<file path="src/rtl/sys_defs.sv">
// Shared bus definitions: memory command encoding, tag type and owner-table entry.
package sys_defs;

  localparam int unsigned NUM_MEM_TAGS = 16;
  localparam int unsigned TAG_W        = $clog2(NUM_MEM_TAGS);

  typedef logic [TAG_W-1:0] MEM_TAG_t;

  typedef enum logic [1:0] {
    BUS_NONE  = 2'h0,
    BUS_LOAD  = 2'h1,
    BUS_STORE = 2'h2
  } BUS_COMMAND;

  typedef enum logic {
    OWNER_DCACHE = 1'b0,
    OWNER_ICACHE = 1'b1
  } MEM_OWNER_t;

  typedef struct packed {
    logic       valid;
    MEM_OWNER_t owner;
  } MEM_OWNER_ENTRY_t;

endpackage

</file>
<file path="src/rtl/mem_bus_arbiter_if.sv">
// Cache/memory side signals of the arbiter. The arbiter takes the slave view; the
// caches plus memory (or a bench) take the master view.
interface mem_bus_arbiter_if import sys_defs::*; ();
  BUS_COMMAND  proc2Dmem_command;
  logic [63:0] proc2Dmem_addr;
  logic [63:0] proc2Dmem_data;
  BUS_COMMAND  proc2Imem_command;
  logic [63:0] proc2Imem_addr;
  MEM_TAG_t    mem2proc_response;
  logic [63:0] mem2proc_data;
  MEM_TAG_t    mem2proc_tag;

  BUS_COMMAND  proc2mem_command;
  logic [63:0] proc2mem_addr;
  logic [63:0] proc2mem_data;
  MEM_TAG_t    Dmem2proc_response;
  MEM_TAG_t    Imem2proc_response;
  MEM_TAG_t    Dmem2proc_tag;
  MEM_TAG_t    Imem2proc_tag;
  logic [63:0] mem2proc_data_out;
  logic        orphan_tag_err;

  modport slave (
    input  proc2Dmem_command, proc2Dmem_addr, proc2Dmem_data,
    input  proc2Imem_command, proc2Imem_addr,
    input  mem2proc_response, mem2proc_data, mem2proc_tag,
    output proc2mem_command, proc2mem_addr, proc2mem_data,
    output Dmem2proc_response, Imem2proc_response,
    output Dmem2proc_tag, Imem2proc_tag,
    output mem2proc_data_out, orphan_tag_err
  );

  modport master (
    output proc2Dmem_command, proc2Dmem_addr, proc2Dmem_data,
    output proc2Imem_command, proc2Imem_addr,
    output mem2proc_response, mem2proc_data, mem2proc_tag,
    input  proc2mem_command, proc2mem_addr, proc2mem_data,
    input  Dmem2proc_response, Imem2proc_response,
    input  Dmem2proc_tag, Imem2proc_tag,
    input  mem2proc_data_out, orphan_tag_err
  );
endinterface

</file>
<file path="src/rtl/mem_tag_owner_table.sv">
// Records which cache issued each outstanding load tag and looks up the owner of
// completing tags. A completion with no recorded owner raises a sticky error.
module mem_tag_owner_table import sys_defs::*; (
  input  logic       clock,
  input  logic       reset,
  input  logic       set_en,
  input  MEM_TAG_t   set_tag,
  input  MEM_OWNER_t set_owner,
  input  MEM_TAG_t   cmpl_tag,
  output logic       cmpl_hit,
  output MEM_OWNER_t cmpl_owner,
  output logic       orphan_tag_err
);

  MEM_OWNER_ENTRY_t table_q [NUM_MEM_TAGS];
  MEM_OWNER_ENTRY_t table_d [NUM_MEM_TAGS];
  logic             orphan_q, orphan_d;
  logic             cmpl_req;

  // Lookup of the completing tag against the current table contents.
  always_comb begin
    cmpl_req   = (cmpl_tag != '0);
    cmpl_hit   = cmpl_req && table_q[cmpl_tag].valid;
    cmpl_owner = table_q[cmpl_tag].owner;
  end

  // Next table state: clear on completion, then set, so a re-issue of the same tag wins.
  always_comb begin
    table_d  = table_q;
    orphan_d = orphan_q;
    if (cmpl_hit) begin
      table_d[cmpl_tag].valid = 1'b0;
    end else if (cmpl_req) begin
      orphan_d = 1'b1;
    end
    if (set_en && (set_tag != '0)) begin
      table_d[set_tag] = '{valid: 1'b1, owner: set_owner};
    end
  end

  // Table and sticky error registers.
  always_ff @(posedge clock or posedge reset) begin
    if (reset) begin
      for (int i = 0; i < NUM_MEM_TAGS; i++) begin
        table_q[i] <= '{valid: 1'b0, owner: OWNER_DCACHE};
      end
      orphan_q <= 1'b0;
    end else begin
      table_q  <= table_d;
      orphan_q <= orphan_d;
    end
  end

  assign orphan_tag_err = orphan_q;

endmodule

</file>
<file path="src/rtl/mem_bus_arbiter.sv">
// Shares the single memory port between Dcache and Icache. Dcache has priority, but
// an Icache that has been denied STARVE_LIMIT cycles in a row wins the next cycle.
module mem_bus_arbiter import sys_defs::*; #(
  parameter int unsigned STARVE_LIMIT = 4
) (
  input logic               clock,
  input logic               reset,
  mem_bus_arbiter_if.slave  bus
);

  localparam int unsigned CntW = $clog2(STARVE_LIMIT + 1);

  logic            d_req, i_req, force_i, grant_i, grant_d;
  logic [CntW-1:0] starve_cnt_q, starve_cnt_d;
  BUS_COMMAND      grant_cmd;
  logic            set_en;
  logic            cmpl_hit;
  MEM_OWNER_t      cmpl_owner;
  logic            orphan;

  // Grant decision for this cycle.
  always_comb begin
    d_req     = (bus.proc2Dmem_command != BUS_NONE);
    i_req     = (bus.proc2Imem_command != BUS_NONE);
    force_i   = i_req && (starve_cnt_q == CntW'(STARVE_LIMIT));
    grant_i   = i_req && (!d_req || force_i);
    grant_d   = d_req && !grant_i;
    grant_cmd = grant_i ? bus.proc2Imem_command
                        : (grant_d ? bus.proc2Dmem_command : BUS_NONE);
    set_en    = !reset && (grant_cmd == BUS_LOAD) && (bus.mem2proc_response != '0);
  end

  // Starvation count: consecutive cycles Icache asked and lost, saturating.
  always_comb begin
    starve_cnt_d = '0;
    if (i_req && !grant_i) begin
      starve_cnt_d = (starve_cnt_q == CntW'(STARVE_LIMIT)) ? starve_cnt_q
                                                             : starve_cnt_q + 1'b1;
    end
  end

  // Starvation counter register.
  always_ff @(posedge clock or posedge reset) begin
    if (reset) begin
      starve_cnt_q <= '0;
    end else begin
      starve_cnt_q <= starve_cnt_d;
    end
  end

  mem_tag_owner_table u_owner_table (
    .clock          (clock),
    .reset          (reset),
    .set_en         (set_en),
    .set_tag        (bus.mem2proc_response),
    .set_owner      (grant_i ? OWNER_ICACHE : OWNER_DCACHE),
    .cmpl_tag       (bus.mem2proc_tag),
    .cmpl_hit       (cmpl_hit),
    .cmpl_owner     (cmpl_owner),
    .orphan_tag_err (orphan)
  );

  // Memory port drive and response/completion routing; all inactive during reset.
  always_comb begin
    bus.proc2mem_command   = BUS_NONE;
    bus.proc2mem_addr      = '0;
    bus.proc2mem_data      = '0;
    bus.Dmem2proc_response = '0;
    bus.Imem2proc_response = '0;
    bus.Dmem2proc_tag      = '0;
    bus.Imem2proc_tag      = '0;
    bus.mem2proc_data_out  = '0;
    bus.orphan_tag_err     = 1'b0;
    if (!reset) begin
      if (grant_i) begin
        bus.proc2mem_command   = bus.proc2Imem_command;
        bus.proc2mem_addr      = bus.proc2Imem_addr;
        bus.Imem2proc_response = bus.mem2proc_response;
      end else if (grant_d) begin
        bus.proc2mem_command   = bus.proc2Dmem_command;
        bus.proc2mem_addr      = bus.proc2Dmem_addr;
        bus.proc2mem_data      = bus.proc2Dmem_data;
        bus.Dmem2proc_response = bus.mem2proc_response;
      end
      if (cmpl_hit) begin
        if (cmpl_owner == OWNER_ICACHE) begin
          bus.Imem2proc_tag = bus.mem2proc_tag;
        end else begin
          bus.Dmem2proc_tag = bus.mem2proc_tag;
        end
      end
      bus.mem2proc_data_out = bus.mem2proc_data;
      bus.orphan_tag_err    = orphan;
    end
  end

endmodule

</file>
<file path="src/flat_wrapper.sv">
// flat-port wrapper written by rule: the top's interface ports become plain ports
module mem_bus_arbiter_flat import sys_defs::*;
#(
  parameter int unsigned STARVE_LIMIT = 4
)
  (clock, reset, bus_proc2Dmem_command, bus_proc2Dmem_addr, bus_proc2Dmem_data, bus_proc2Imem_command, bus_proc2Imem_addr, bus_mem2proc_response, bus_mem2proc_data, bus_mem2proc_tag, bus_proc2mem_command, bus_proc2mem_addr, bus_proc2mem_data, bus_Dmem2proc_response, bus_Imem2proc_response, bus_Dmem2proc_tag, bus_Imem2proc_tag, bus_mem2proc_data_out, bus_orphan_tag_err);
  mem_bus_arbiter_if bus_i ();
  input logic clock;
  input logic reset;
  input wire logic [$bits(bus_i.proc2Dmem_command)-1:0] bus_proc2Dmem_command;
  input wire logic [$bits(bus_i.proc2Dmem_addr)-1:0] bus_proc2Dmem_addr;
  input wire logic [$bits(bus_i.proc2Dmem_data)-1:0] bus_proc2Dmem_data;
  input wire logic [$bits(bus_i.proc2Imem_command)-1:0] bus_proc2Imem_command;
  input wire logic [$bits(bus_i.proc2Imem_addr)-1:0] bus_proc2Imem_addr;
  input wire logic [$bits(bus_i.mem2proc_response)-1:0] bus_mem2proc_response;
  input wire logic [$bits(bus_i.mem2proc_data)-1:0] bus_mem2proc_data;
  input wire logic [$bits(bus_i.mem2proc_tag)-1:0] bus_mem2proc_tag;
  output wire logic [$bits(bus_i.proc2mem_command)-1:0] bus_proc2mem_command;
  output wire logic [$bits(bus_i.proc2mem_addr)-1:0] bus_proc2mem_addr;
  output wire logic [$bits(bus_i.proc2mem_data)-1:0] bus_proc2mem_data;
  output wire logic [$bits(bus_i.Dmem2proc_response)-1:0] bus_Dmem2proc_response;
  output wire logic [$bits(bus_i.Imem2proc_response)-1:0] bus_Imem2proc_response;
  output wire logic [$bits(bus_i.Dmem2proc_tag)-1:0] bus_Dmem2proc_tag;
  output wire logic [$bits(bus_i.Imem2proc_tag)-1:0] bus_Imem2proc_tag;
  output wire logic [$bits(bus_i.mem2proc_data_out)-1:0] bus_mem2proc_data_out;
  output wire logic [$bits(bus_i.orphan_tag_err)-1:0] bus_orphan_tag_err;
  assign bus_i.proc2Dmem_command = bus_proc2Dmem_command;
  assign bus_i.proc2Dmem_addr = bus_proc2Dmem_addr;
  assign bus_i.proc2Dmem_data = bus_proc2Dmem_data;
  assign bus_i.proc2Imem_command = bus_proc2Imem_command;
  assign bus_i.proc2Imem_addr = bus_proc2Imem_addr;
  assign bus_i.mem2proc_response = bus_mem2proc_response;
  assign bus_i.mem2proc_data = bus_mem2proc_data;
  assign bus_i.mem2proc_tag = bus_mem2proc_tag;
  assign bus_proc2mem_command = bus_i.proc2mem_command;
  assign bus_proc2mem_addr = bus_i.proc2mem_addr;
  assign bus_proc2mem_data = bus_i.proc2mem_data;
  assign bus_Dmem2proc_response = bus_i.Dmem2proc_response;
  assign bus_Imem2proc_response = bus_i.Imem2proc_response;
  assign bus_Dmem2proc_tag = bus_i.Dmem2proc_tag;
  assign bus_Imem2proc_tag = bus_i.Imem2proc_tag;
  assign bus_mem2proc_data_out = bus_i.mem2proc_data_out;
  assign bus_orphan_tag_err = bus_i.orphan_tag_err;
  mem_bus_arbiter #(.STARVE_LIMIT(STARVE_LIMIT)) u_core (.clock(clock), .reset(reset), .bus(bus_i));
endmodule
</file>
<file path="config.mk">
export PLATFORM = sky130hd
export DESIGN_NAME = mem_bus_arbiter_flat
export DESIGN_NICKNAME = d
export VERILOG_FILES = /design/src/rtl/sys_defs.sv /design/src/rtl/mem_bus_arbiter_if.sv /design/src/rtl/mem_tag_owner_table.sv /design/src/rtl/mem_bus_arbiter.sv /design/src/flat_wrapper.sv
export SDC_FILE = /design/constraint.sdc
export NUM_CORES = 1
export LEC_CHECK = 0
export CAP_MARGIN = 30
export CELL_PAD_IN_SITES_DETAIL_PLACEMENT = 1
export CELL_PAD_IN_SITES_GLOBAL_PLACEMENT = 1
export CORE_AREA = 3 3 185 187
export CTS_CLUSTER_DIAMETER = 120
export DETAILED_ROUTE_END_ITERATION = 6
export DIE_AREA = 0 0 188 190
export PLACE_DENSITY = 0.64
export SLEW_MARGIN = 5
export SYNTH_ARGS = -nofsm -noshare
export SYNTH_HDL_FRONTEND = slang
export SYNTH_SLANG_ARGS = --single-unit
</file>
<file path="constraint.sdc">
create_clock -name clock -period 2.7 [get_ports clock]
set_input_delay 0.54 -clock clock [delete_from_list [all_inputs] [get_ports clock]]
set_output_delay 0.54 -clock clock [all_outputs]
set_load 0.005 [all_outputs]
</file>
### Yosys cells after proc, flatten, opt, wreduce, memory -nomap -nowiden

Cells that the tools add are included.

| word-level totals | value |
|---|---|
| register bits after elaboration | 36 |
| bits of input ports | 270 |

| operators by class | value |
|---|---|
| $add $sub $neg | 1 |
| $lt $le $gt $ge | 4 |
| equal/unequal tests | 3 |
| mux-type cells | 36 |
| bitwise logic cells | 3 |
| reductions and logical operators | 19 |

Operators by type and width:

| operator | number |
|---|---|
| $mux W64 | 7 |
| $bwmux W32 | 2 |
| $mux W32 | 2 |
| $mux W4 | 11 |
| $demux W2 S4 | 2 |
| $mux W2 | 7 |
| $ge A5 B5 Y1 const B | 2 |
| $logic_and A1 B1 Y1 | 10 |
| $lt A5 B1 Y1 const B | 2 |
| $not A4 Y5 | 2 |
| $bmux W2 S4 | 1 |
| $reduce_bool A4 Y1 | 2 |
| $mux W3 | 2 |
| $reduce_bool A2 Y1 | 2 |
| $add A3 B1 Y3 const B | 1 |
| $eq A3 B3 Y1 const B | 1 |
| $logic_not A1 Y1 | 3 |
| $eq A2 B1 Y1 const B | 1 |
| $mux W1 | 2 |
| $ne A2 B2 Y1 const B | 1 |
| $reduce_and A2 Y1 | 1 |
| $logic_or A1 B1 Y1 | 1 |
| $not A1 Y1 | 1 |

### Depth between registers and ports, before layout

Gate-level depths: netlist of the first run.

| depth | value |
|---|---|
| depth in word-level cells | 13 |
| gate-level depth with buffers | 9 |
| depth with buffers taken out | 6 |

### Hierarchy

From an unflattened synthesis of the first run, not the netlist that was laid out.

| unflattened totals | value |
|---|---|
| cell total of the unflattened synthesis | 560 |
| area, all modules | 4320.4 um2 |

By module, submodules not included:

| module | instances | cells each | area an instance (um2) |
|---|---|---|---|
| mem_bus_arbiter | 1 | 417 | 2700.1 |
| mem_tag_owner_table | 1 | 143 | 1620.3 |

### Worst setup path before layout of the first run

No wires, ideal clock.

| path | value |
|---|---|
| kind | input-to-output |
| start | in reset |
| end | out bus_proc2mem_addr[0] |
| arrival time | 2100 ps |
| data required time | 2160 ps |
| setup slack | 60 ps |
| stages | 5 |
| buffers on the path | 2 |
| cell sequence | inv_1 -> and2_1 -> buf_2 -> buf_2 -> a22o_1 |

| on the way | value |
|---|---|
| word-level cells in the longest chain between the ends | 1 |

RTL lines:

| item | line | source |
|---|---|---|
| start: declaration | flat_wrapper.sv:9 | `input logic reset;` |
| $mux W64 | mem_bus_arbiter.sv:74 | `if (!reset) begin` |
| end: declaration | flat_wrapper.sv:19 | `output wire logic [$bits(bus_i.proc2mem_addr)-1:0] bus_proc2mem_addr;` |

No other way between the ends.

### Final worst setup path of the first run

| path | value |
|---|---|
| start | in bus_mem2proc_tag[0] |
| end | out bus_Dmem2proc_tag[0] |

| on the way | value |
|---|---|
| word-level cells in the longest chain between the ends | 7 |
| elaborated cells on any way between the ends | 9 |
| classes of those cells | mux (6); bitwise (1); reduce/logical (2) |

RTL lines:

| item | line | source |
|---|---|---|
| start: declaration | flat_wrapper.sv:17 | `input wire logic [$bits(bus_i.mem2proc_tag)-1:0] bus_mem2proc_tag;` |
| $not A4 Y5 (implied by the code) | mem_tag_owner_table.sv:23, mem_tag_owner_table.sv:24 |  |
| $bmux W2 S4 | mem_tag_owner_table.sv:23, mem_tag_owner_table.sv:24 |  |
| $mux W2 (implied by the code) (2 in series) | mem_tag_owner_table.sv:24 | `cmpl_owner = table_q[cmpl_tag].owner;` |
| $mux W4 / $logic_and A1 B1 Y1 (equally long branches) | mem_bus_arbiter.sv:86, mem_tag_owner_table.sv:23 |  |
| $mux W4 (*) | mem_bus_arbiter.sv:85 | `if (cmpl_hit) begin` |
| $mux W4 (*) | mem_bus_arbiter.sv:74 |  |
| end: declaration | flat_wrapper.sv:23 | `output wire logic [$bits(bus_i.Dmem2proc_tag)-1:0] bus_Dmem2proc_tag;` |

Every way passes the cells marked *; elsewhere a longest branch is shown, timed or not. The select of a mux whose other input is x is not followed.

==> results of run 1 <==
[synth_stat cells (all sizes together) (3+ instances only)]
library cell  instances  area share (%)
nor3                  6            0.96
mux2                 15             4.6
nand2                24             2.5
a22o                 63              15
nand3                 3            0.41
nor2                 17             1.7
inv                   5            0.51
and3                  8             1.4
mux2i                 8             2.2
mux4                  6             4.1
a21o                  5             1.0
clkbuf               26             2.7
nand2b               11             1.9
and2                 71              12
o21ai                 6            0.82
nor2b                69              12
buf                  12             2.2
nor4                  8             1.4
dfrtp                36              25
nand4                 7             1.2
[worst max-delay path: stages]
cell and delay, ps:
buf_8 100, buf_12 130, buf_4 130, mux2i_1 100, mux4_2 510, o22ai_4 210, buf_6 130, and3_4 180
buf_6 90
[final cells by class]
type / instances / area share, %
Clock buffer: 7 / 1.53
Sequential cell: 36 / 9.05
Timing Repair Buffer: 582 / 57.0
Tap cell: 442 / 5.56
Inverter: 5 / 0.189
Antenna cell: 2 / 0.0503
Multi-Input combinational cell: 354 / 26.6
[metal layers]
layer | wire length, microns | vias to the layer above | GRT usage [%]
met5 | 84 | - | 0
met4 | 644 | 12 | 3.58
met3 | 2910 | 30 | 5.62
met2 | 14800 | 305 | 28.1
met1 | 11600 | 2592 | 18.0
li1 | - | 2645 | -
[flip-flops by register name (all words and copies together), names as in the netlist]
name                                 flops
u_core.u_owner_table.orphan_tag_err      1
u_core.starve_cnt_q                      3
u_core.u_owner_table.table_q            32
[power by group]
| group | switching [mW] | total [mW] | internal, mW |
|---|---|---|---|
| clock network | 0.204 | 0.591 | 0.387 |
| logic | 0.690 | 1.83 | 1.14 |
| registers | 0.0537 | 0.662 | 0.608 |
| total | 0.947 | 3.08 | 2.13 |
[logic make-up after synthesis]
| family | Yosys count | synth area share, % |
|---|---|---|
| AOI/OAI and AO/OA | 91 | 21.4 |
| xor gates and xnor gates | 1 | 0.240 |
| adders and majority gates | 2 | 0.684 |
| DFF | 36 | 24.6 |
| muxes | 29 | 10.9 |
| buffers and inverters | 43 | 5.41 |
| and+or+nand+nor | 231 | 36.7 |
[worst min path at each step]
stage                                     start                               end  slack [ps]
6_report       u_core.u_owner_table.table_q[30]  u_core.u_owner_table.table_q[30]         380
3_5_place_dp   u_core.u_owner_table.table_q[30]  u_core.u_owner_table.table_q[30]         370
4_1_cts        u_core.u_owner_table.table_q[30]  u_core.u_owner_table.table_q[30]         380
3_3_place_gp   u_core.u_owner_table.table_q[30]  u_core.u_owner_table.table_q[30]         370
5_1_grt        u_core.u_owner_table.table_q[30]  u_core.u_owner_table.table_q[30]         390
2_1_floorplan  u_core.u_owner_table.table_q[30]  u_core.u_owner_table.table_q[30]         420
[timing repair]
action / CTS / global route
pin swaps: 14 / 4
gates resized for setup: 313 / 38
gates cloned: 6 / 0
hold endpoints to repair: 0 / 0
hold buffers: 0 / 0
setup buffers: 24 / 4
endpoints found under the setup margin: 144 / 104
==> flow_summary.yaml, run 1 <==
clock_tree:
  clock_path_buffers: 2
  cts_root_buffer: "clkbuf_16"
  clk_latency_ps: 280
  clock_sinks: 36
  clkTransAtPathRegs_ps: 50
  cts_max_level: 2
  cts_inserted_buffers: 5
  cts_tree: "built"
synthesis:
  synth-seq-cells: 36
  synth_area_sq_mm: 0.00366
  netlist_instances: 433
  synth_edf_count: 0
  synthFlopType: "dfrtp_1"
  ys_types: 44
  yosysSeqAreaShare_pct: 24.6
  postSynthAreaPerCell_sq_um: 8.45
  async_flop_share_pct: 100
  synthesis.nets: 705
  yosys_warnings: 0
place:
  place_area_sq_mm: 0.00946
  dp_hpwl_microns: 26000
  dp_slack_ps: -860
  routabilityCongestion: 0.828
  dp.cells: 1385
  io_buffer_count: 480
detailed_routing:
  routed_wl_microns: 30000
  drc: 0
  wl_per_cell_microns: 21.0
  num_vias: 5584
  vias_per_cell: 3.91
  first_pass_iters: 4
  antenna_left: 0
  drt_iter0_markers: 186
sta:
  setup_viol: 0
  fin_ws_ps: 25.1
  worst_clock_skew_ps: 5.98
  period_needed_ps: 2670
  slew_violations: 0
  rsz0062_at_grt: "yes"
  hold_violations: 0
  maxSlewHeadroom_pct: 56.3
  tightestPinTransition_ps: 656
  final.setup.tns_ps: 0
  max_freq_ghz: 0.374
  fin_crit_sh_pct: 99.1
  hold_ws_ps: 376
layout:
  multi_input_comb_area_sq_mm: 0.00265
  nFillCells: 3782
  final_net_count: 1256
  seq_area_sq_um: 901
  final_common_cell: "clkdlybuf4s50_1"
  fin_cells: 1428
  synthToLayoutAreaGrowth_pct: 172
  final_area_sq_mm: 0.00995
  layout-drive-gt1-share_pct: 20.8
  most-common-layout-cells: "clkdlybuf4s50_1, buf_4, dlygate4sd2_1"
  utilization_pct: 30.5
die:
  die-area_sq_mm: 0.0357
  io_pins: 481
  dieWidth_microns: 188
  initial_utilization_pct: 11.2
  rows: 66
  die_height_microns: 190
  fp.coreArea_sq_mm: 0.0326
global_routing:
  overflow: 0
  grt_pass1_vias: 5839
  grt_max_degree: 66
  grt.total_usage_pct: 15.7
  grt_pass1_wl_microns: 41300
  antenna_found_initial: 10
power_and_ir_drop:
  power.density_mw_per_mm2: 310
  p_leak_nw: 4.52
  finalPower_mw: 3.08
  peakVddDrop_uv: 197
setup_path:
  critPathCapture: "bus_Dmem2proc_tag[0]"
  worst_r2r_endpoint: "u_core.u_owner_table.table_q[2]"
  crit_required_ps: 2160
  crit_start: "bus_mem2proc_tag[0]"
  reg2reg_depth: 8
  reg2reg_from: "u_core.starve_cnt_q[1]"
  critPathKind: "input port to primary output"
  critPathCaptureType: "primary output"
  cp-start-kind: "input port"
  worstPathArrival_ps: 2130
  reg2reg_slack_ps: 600
  worstPathMaxFanout: 7
flow_run:
  max_cap_violations: 0
worst_hold_path:
  worstHoldPathCells: 0
  hold_class: "register to register"
outcome:
  status: "completed"
(Power assumes the default switching activity.)
==> run 2: changes to the inputs <==
--- a/config.mk
+++ b/config.mk
@@ -13,7 +13,7 @@
 export DETAILED_ROUTE_END_ITERATION = 6
 export DIE_AREA = 0 0 188 190
 export PLACE_DENSITY = 0.64
-export SLEW_MARGIN = 5
+export SLEW_MARGIN = 20
 export SYNTH_ARGS = -nofsm -noshare
 export SYNTH_HDL_FRONTEND = slang
 export SYNTH_SLANG_ARGS = --single-unit
==> results of run 2 <==
Same layout as run 1: the final DEF is identical, and so are final timing and power.
==> run 3: changes to the inputs <==
==> constraint.sdc (replaced) <==
create_clock -name clock -period 2.7 [get_ports clock]
set_input_delay 0.27 -clock clock [delete_from_list [all_inputs] [get_ports clock]]
set_output_delay 0.27 -clock clock [all_outputs]
set_load 0.005 [all_outputs]
==> run 3 against run 2 <==
  * Total power shrank 0.65%
  * Sequential power about the same
  * Largest power group unchanged
  * Cell count is 2.4% lower
  * Flip-flop and latch count unchanged
  * Routed wire length is 1.6% higher
  * Setup slack improved by 55 ps
  * Maximum frequency rose by 2.1%
  * Global-route usage down 0.34 points
==> flow_summary.yaml, run 3 (synthesized netlist as in run 1, its figures left out) <==
outcome:
  status: "completed"
setup_path:
  reg2reg_slack_ps: 470
  worstPathMaxFanout: 14
  worst_r2r_endpoint: "u_core.u_owner_table.table_q[18]"
  cp.depth: 9
  cp-start-kind: "register"
  reg2reg_from: "u_core.starve_cnt_q[1]"
  worst_path_max_delay_cell: "clkdlybuf4s50_1"
  critPathTopFamily: "buffers and inverters"
  crit_required_ps: 2430
  crit_start: "u_core.starve_cnt_q[1]"
  critPathCaptureType: "primary output"
  worst-path-buf-inv: 4
  reg2reg_depth: 7
  slowest_delay_ps: 480
  worstPathArrival_ps: 2350
  critPathKind: "register to primary output"
  cp_cell_sequence: "inv_2 -> ha_4 -> nand2_2 -> nor2_4 -> nor3_4 -> buf_12 -> bufbuf_16 -> a22o_1 -> clkdlybuf4s50_1"
power_and_ir_drop:
  p_leak_nw: 4.59
  peakVddDrop_uv: 226
  power.density_mw_per_mm2: 309
  finalPower_mw: 3.06
layout:
  final_common_cell: "clkdlybuf4s50_1"
  utilization_pct: 30.4
  final_net_count: 1222
  top_register: "u_core.u_owner_table.table_q"
  fin_cells: 1394
  layout-drive-gt1-share_pct: 12.5
  largest_register_ffs: 32
  synthToLayoutAreaGrowth_pct: 171
  most-common-layout-cells: "clkdlybuf4s50_1, and2_1, nor2b_1"
place:
  routabilityCongestion: 0.826
  io_buffer_count: 480
  dp.cells: 1360
  dp_slack_ps: -318
  dp_hpwl_microns: 25600
clock_tree:
  cts_inserted_buffers: 5
  clk_latency_ps: 280
  clock_sinks: 36
  clock_path_buffers: 2
  clkTransAtPathRegs_ps: 50
  cts_tree: "built"
  cts_max_level: 2
  cts_root_buffer: "clkbuf_16"
sta:
  tightestPinTransition_ps: 650
  final.setup.tns_ps: 0
  worst_clock_skew_ps: 3.61
  period_needed_ps: 2620
  max_freq_ghz: 0.382
  fin_crit_sh_pct: 97.0
  setup_viol: 0
  maxSlewHeadroom_pct: 56.7
  hold_violations: 0
  slew_violations: 0
  fin_ws_ps: 79.8
detailed_routing:
  num_vias: 5470
  drc: 0
  routed_wl_microns: 30500
  antenna_left: 0
  drt_iter0_markers: 174
  vias_per_cell: 3.92
  first_pass_iters: 4
  wl_per_cell_microns: 21.9
die:
  fp.coreArea_sq_mm: 0.0326
  dieWidth_microns: 188
  die_height_microns: 190
  rows: 66
  die-area_sq_mm: 0.0357
  io_pins: 481
  initial_utilization_pct: 11.2
global_routing:
  grt.total_usage_pct: 15.4
  grt_max_degree: 66
  antenna_found_initial: 6
  grt_pass1_vias: 5603
  grt_pass1_wl_microns: 40200
  overflow: 0
worst_hold_path:
  hold_class: "input port to async pin"
flow_run:
  max_cap_violations: 0
[run 3: cell types whose count changed in the layout (fill, tap and decap cells not counted), moves of 3 or more]
| cell | previous run | this run |
|---|---|---|
| and2_1 | 65 | 68 |
| and2_4 | 6 | 3 |
| buf_12 | 14 | 8 |
| buf_2 | 30 | 1 |
| buf_4 | 76 | 52 |
| buf_6 | 12 | 2 |
| clkbuf_16 | 5 | 8 |
| clkbuf_2 | 6 | 0 |
| clkdlybuf4s15_1 | 24 | 1 |
| clkdlybuf4s15_2 | 7 | 0 |
| clkdlybuf4s50_1 | 327 | 420 |
| dlygate4sd2_1 | 73 | 11 |
| dlymetal6s2s_1 | 4 | 43 |
[run 3: worst min-delay path, delay by kind of cell]
family,cells,cell delay (ps)
buffers and inverters,3,570
[run 3: worst max-delay path by stage]
| stage | to | slack, ps |
|---|---|---|
| after floorplan | u_core.u_owner_table.table_q[16] | 430 |
| after global placement | bus_Dmem2proc_tag[0] | -290 |
| after detailed placement | bus_Dmem2proc_tag[0] | -320 |
| after CTS | bus_Imem2proc_tag[0] | 9 |
| after global routing | bus_Imem2proc_tag[2] | -1 |
| final | bus_proc2mem_addr[36] | 80 |
[run 3: timing repair]
item / 4_1_cts / 5_1_grt
setup buffers: 8 / 10
pin swaps: 4 / 5
endpoints found under the setup margin: 96 / 109
gates cloned: 3 / 3
hold buffers: 1 / 0
resized for setup: 31 / 59
hold endpoints to repair: 2 / 0
[run 3: stage by stage]
| stage | cell area, sq um | hold WS (ps) |
|---|---|---|
| floorplan | 3660 | 422 |
| global placement | 9200 | 289 |
| detailed placement | 9200 | 282 |
| CTS | 9590 | 248 |
| global route | 9910 | 254 |
| finish | 9920 | 220 |
[run 3: layout make-up]
type	instances	area, sq um
Fill cell	3756	22700
Timing Repair Buffer	548	5660
Multi-Input combinational cell	354	2640
Sequential cell	36	901
Tap cell	442	553
Clock buffer	6	139
Inverter	5	18.8
Clock inverter	2	10.0
Antenna cell	1	2.50
[run 3: per-layer routing]
| metal | track usage [%] | part of all wire, % | vias up |
|---|---|---|---|
| met3 | 5.12 | 9.6 | 19 |
| met4 | 2.31 | 1.0 | 6 |
| li1 | - | - | 2576 |
| met1 | 17.8 | 39 | 2564 |
| met2 | 28.1 | 51 | 305 |
| met5 | 0 | 0.092 | - |
[run 3: power by group]
group	total, mW	switching [mW]	leakage (nW)	internal [mW]
sequential	0.661	0.0527	0.485	0.608
clock	0.575	0.212	0.0766	0.363
combinational	1.83	0.682	4.03	1.14
